`src/rtl/bist_stim_misr.sv`:
```
// bist_stim_misr
//   Built-in self-test driver and checker for an 8-bit registered-input test design.
//   Each start pulse runs one self-test: the block holds the DUT in reset, feeds it a
//   run of LFSR patterns, folds the DUT responses into a 16-bit MISR signature, then
//   compares that signature with a golden value.
//
// Ports
//   clk         in   1   single clock
//   rst_n       in   1   asynchronous active-low reset
//   start       in   1   run request, only honoured in IDLE
//   abort       in   1   stop the current run and return to IDLE without a done pulse
//   golden_sig  in  16   expected signature, sampled in DONE
//   resp_in     in   8   DUT data_out
//   stim_out    out  8   DUT data_in (registered LFSR state)
//   dut_rst     out  1   active-high DUT reset (registered)
//   busy        out  1   high in RESET_DUT, RUN and DRAIN
//   done        out  1   one-cycle pulse when a run completes
//   pass        out  1   signature matched golden_sig; held until the next start
//   signature   out 16   MISR value; held until the next start
module bist_stim_misr #(
    parameter int unsigned N_PATTERNS = 256,
    parameter int unsigned LATENCY    = 2,
    parameter int unsigned RST_CYCLES = 2,
    parameter logic [7:0]  SEED       = 8'h01,
    parameter logic [15:0] MISR_POLY  = 16'h1021
) (
    input  logic        clk,
    input  logic        rst_n,
    input  logic        start,
    input  logic        abort,
    input  logic [15:0] golden_sig,
    input  logic [7:0]  resp_in,
    output logic [7:0]  stim_out,
    output logic        dut_rst,
    output logic        busy,
    output logic        done,
    output logic        pass,
    output logic [15:0] signature
);

    localparam int unsigned MAX_NL  = (N_PATTERNS > LATENCY) ? N_PATTERNS : LATENCY;
    localparam int unsigned MAX_CNT = (MAX_NL > RST_CYCLES) ? MAX_NL : RST_CYCLES;
    localparam int unsigned CNT_W   = $clog2(MAX_CNT + 1);

    localparam logic [CNT_W-1:0] RST_LAST = CNT_W'(RST_CYCLES - 1);
    localparam logic [CNT_W-1:0] RUN_LAST = CNT_W'(N_PATTERNS - 1);
    localparam logic [CNT_W-1:0] LAT_LAST = CNT_W'(LATENCY - 1);

    localparam logic [2:0] IDLE      = 3'd0;
    localparam logic [2:0] RESET_DUT = 3'd1;
    localparam logic [2:0] RUN       = 3'd2;
    localparam logic [2:0] DRAIN     = 3'd3;
    localparam logic [2:0] DONE      = 3'd4;

    // Fibonacci LFSR, taps 8,6,5,4 (maximal length)
    function automatic logic [7:0] lfsr_next(input logic [7:0] s);
        return {s[6:0], s[7] ^ s[5] ^ s[4] ^ s[3]};
    endfunction

    function automatic logic [15:0] misr_step(input logic [15:0] s, input logic [7:0] d);
        logic [15:0] fb;
        fb = s[15] ? MISR_POLY : 16'h0000;
        return ({s[14:0], 1'b0} ^ fb) ^ {8'h00, d};
    endfunction

    logic [2:0]         state_q, state_d;
    logic [CNT_W-1:0]   cnt_q, cnt_d;
    logic [7:0]         lfsr_q, lfsr_d;
    logic [LATENCY-1:0] vld_q, vld_d;
    logic [15:0]        sig_q, sig_d;
    logic               pass_q, pass_d;
    logic               dut_rst_q, dut_rst_d;
    logic               is_busy;

    assign is_busy = (state_q == RESET_DUT) || (state_q == RUN) || (state_q == DRAIN);

    always_comb begin
        state_d = state_q;
        cnt_d   = cnt_q + CNT_W'(1);
        lfsr_d  = lfsr_q;
        sig_d   = sig_q;
        pass_d  = pass_q;
        // vld_q[k] marks that the pattern driven k+1 cycles ago was a RUN pattern, so the
        // top bit lines resp_in up with the stimulus that produced it.
        vld_d   = LATENCY'({vld_q, (state_q == RUN)});

        if (vld_q[LATENCY-1]) begin
            sig_d = misr_step(sig_q, resp_in);
        end

        case (state_q)
            IDLE: begin
                cnt_d = '0;
                if (start && !abort) begin
                    state_d = RESET_DUT;
                    lfsr_d  = SEED;
                    sig_d   = '0;
                    pass_d  = 1'b0;
                end
            end
            RESET_DUT: begin
                lfsr_d = SEED;
                if (cnt_q == RST_LAST) begin
                    state_d = RUN;
                    cnt_d   = '0;
                end
            end
            RUN: begin
                lfsr_d = lfsr_next(lfsr_q);
                if (cnt_q == RUN_LAST) begin
                    state_d = DRAIN;
                    cnt_d   = '0;
                end
            end
            DRAIN: begin
                if (cnt_q == LAT_LAST) begin
                    state_d = DONE;
                    cnt_d   = '0;
                end
            end
            DONE: begin
                // The last MISR update landed at the end of DRAIN, so sig_q is final here.
                pass_d  = (sig_q == golden_sig);
                state_d = IDLE;
                cnt_d   = '0;
            end
            default: begin
                state_d = IDLE;
                cnt_d   = '0;
            end
        endcase

        // Abort drops the run; the response already in flight this cycle still lands in
        // the signature, but everything queued behind it is discarded.
        if (abort && is_busy) begin
            state_d = IDLE;
            cnt_d   = '0;
            vld_d   = '0;
            pass_d  = 1'b0;
        end

        dut_rst_d = (state_d == RESET_DUT);
    end

    always_ff @(posedge clk or negedge rst_n) begin
        if (!rst_n) begin
            state_q   <= IDLE;
            cnt_q     <= '0;
            lfsr_q    <= SEED;
            vld_q     <= '0;
            sig_q     <= '0;
            pass_q    <= 1'b0;
            dut_rst_q <= 1'b0;
        end else begin
            state_q   <= state_d;
            cnt_q     <= cnt_d;
            lfsr_q    <= lfsr_d;
            vld_q     <= vld_d;
            sig_q     <= sig_d;
            pass_q    <= pass_d;
            dut_rst_q <= dut_rst_d;
        end
    end

    assign stim_out  = lfsr_q;
    assign dut_rst   = dut_rst_q;
    assign busy      = is_busy;
    assign done      = (state_q == DONE);
    assign pass      = pass_q;
    assign signature = sig_q;

endmodule

```
`config.mk`:
```
export PLATFORM = sky130hd
export DESIGN_NAME = bist_stim_misr
export DESIGN_NICKNAME = d
export VERILOG_FILES = /design/src/rtl/bist_stim_misr.sv
export SDC_FILE = /design/constraint.sdc
export NUM_CORES = 1
export LEC_CHECK = 0
export ABC_CLOCK_PERIOD_IN_PS = 1900
export CORE_ASPECT_RATIO = 0.7
export CORE_UTILIZATION = 48
export DETAILED_ROUTE_END_ITERATION = 8
export PLACE_DENSITY = 0.79
export SYNTH_ARGS = -nofsm -noshare
export SYNTH_HDL_FRONTEND = slang
export SYNTH_SLANG_ARGS = --single-unit
```
`constraint.sdc`:
```
create_clock -name clk -period 1.9 [get_ports clk]
set_input_delay 0.38 -clock clk [delete_from_list [all_inputs] [get_ports clk]]
set_output_delay 0.38 -clock clk [all_outputs]
set_load 0.01 [all_outputs]
```
==> run metrics <==
clock buffer depth=2; clk slew on worst S/H paths=0.08 ns; total number of vias=1568; Final Cycle Share=94.6%; Area contributors post-synth=dfrtp_1 47%, xnor2_1 9.3%, xor2_1 5.9%; R2R Setup Slk=0.10 ns; total clock buffers created by CTS=5; leading area contributor after synthesis=dfrtp_1; most common cell after layout, fill and taps aside=clkdlybuf4s50_1; TritonCTS clock tree=built; r2r endpoint=cnt_q[3]; Final ANT Viol Nets=0; relative slew slack=66.0%; ys async rst share=100%; IO Pins=56; ratio of cells with drive above 1 in the final layout=12.6%; final net count=285; Diodes inserted=0; drt total wl=4630 µm; synth warn=0; WP data arrival=1.98 ns; drt initial violations=66; Port-buffer cells=55; Pwr Density=999 mW/mm²; vias in the first global route=1491; share of the synthesized area in the top cell type=47.0%; Hold Buf Count CTS=0; largest net degree at the start of global routing=41; highest net fanout along the worst path=8; Post-Syn Area=0.00208 mm²; GRT Util Overall=21.6%; Reg2Reg Launch Point=cnt_q[0]; Root Driver=clkbuf_8; synthesis-stage register bit count=40; commonest register cell after synthesis=dfrtp_1; first-pass GRT wire length=7280 µm; cells after synthesis=189; Layout Area Growth over Synthesis=35.1%; Crit. End Element=flop; Die Width=80.6 µm; initial core utilization=51.4%; post-route setup TNS=0 ns; Max Cap Viol=0; CP Launch Type=flop; Reg2Reg Depth=9; most frequent cells in the layout=52 x clkdlybuf4s50_1, 39 x dfrtp_1, 27 x nor2_1; min Tclk post-route=1.80 ns; status=finished, final reports clean; vias per cell=5.12; initial antenna violation count=0; total grt overflow=0; CP Class=flop to flop; Peak Freq=556 MHz; CTS sink cnt=40; worst hold margin=0.134 ns; final setup skew=0.00560 ns; worst IR drop on VDD=0.000665 V; detailed-route DRC error count=0; Hold Vio Cnt, Final=0; GPL Wtd Cong=0.782; register area share after synthesis=48.3%; HPWL after DPL=3420 µm; worst-margin pin slew=0.510 ns; HP Class=input port to async pin; P_leak=1.20 nW; clk_lat worst skew=0.30 ns; Post-synth EDFFs=0; Pwr Total=2.80 mW; DIE AREA=0.00460 mm²; Core ar.=0.00404 mm²; Final setup viols=0; Unique masters post-synth=35; Synth Net Count=221; Slew Viols, Final=0; die height=57.0 µm; htree depth=2; Syn Area/Cell=11.0 µm²; drt pass-1 iters=4; # rows=19; routed len/inst=15.1 µm; required time of the critical path=2.08 ns; Final Util=69.4%
==> state kept, by name, indices dropped and copies added, names as in the netlist <==
name / flops
cnt_q: 9
stim_out: 8
dut_rst: 1
pass: 1
state_q: 3
vld_q: 2
signature: 16
==> per-layer routing <==
metal	track usage, %	vias to the layer above	share of wire (%)
met1	32.2	755	52
met4	7.65	0	1.4
met2	30.8	31	43
li1	-	775	-
met5	0	-	0
met3	5.28	7	3.3
==> cell usage after synthesis, drive strengths merged (4+ instances only) <==
master / n
inv: 4
dfrtp: 39
and2: 4
xnor2: 22
nor2b: 5
ha: 4
buf: 8
nand4: 4
mux2i: 8
nand2: 5
nand3: 5
a22o: 7
xor2: 14
a211oi: 9
nor2: 30
==> repair_timing <==
action,CTS,global route
endpoints found under the setup margin,2,9
gates resized for setup,2,1
pin swaps,0,2
setup buffers,0,2
==> critical path, stage by stage (launching register included) <==
cell	delay, ns
dfrtp_1	0.40
ha_1	0.21
nand3_1	0.15
nor2_2	0.15
nand3_1	0.12
inv_1	0.08
ha_1	0.16
nor2b_1	0.07
o21ai_4	0.25
nor2_1	0.09
==> power breakdown <==
part | total, mW | internal (mW) | switching, mW
clock network | 0.606 | 0.294 | 0.312
logic | 1.03 | 0.558 | 0.470
registers | 1.17 | 0.997 | 0.174
total | 2.80 | 1.85 | 0.956
==> worst max path at each step <==
stage | startpoint | endpoint | slack [ns] | cells past startpoint
final | cnt_q[0] | cnt_q[3] | 0.10 | 9
after floorplan | cnt_q[0] | cnt_q[8] | 0.28 | 8
after detailed placement | golden_sig[9] | pass | 0.07 | 5
after global placement | start | signature[7] | 0.09 | 6
after global routing | cnt_q[0] | cnt_q[3] | -0.04 | 9
after CTS | cnt_q[0] | cnt_q[3] | 0.09 | 9
==> logic make-up after synthesis <==
kind of cell,after synthesis,synth area share (%)
buffers and inverters,13,3.67
AOI/OAI and AO/OA,24,9.82
muxes,8,3.86
xor gates and xnor gates,36,15.2
DFF,40,48.3
and+or+nand+nor,64,16.8
adders and majority gates,4,2.41
==> through the flow <==
step                      area [µm²]  setup slack (ns)  std cells
after floorplan                 2080             0.280        189
after global placement          2690            0.0877        296
after detailed placement        2690            0.0689        296
after CTS                       2790            0.0858        304
after global routing            2810           -0.0445        306
final                           2810             0.102        306
==> cell type report <==
cell class	instances	area, µm²
Clock buffer	6	82.6
Clock inverter	2	15.0
Fill cell	319	1230
Inverter	4	15.0
Multi-Input combinational cell	136	1000
Sequential cell	40	1000
Tap cell	52	65.1
Timing Repair Buffer	66	626
(Power assumes the default switching activity.)
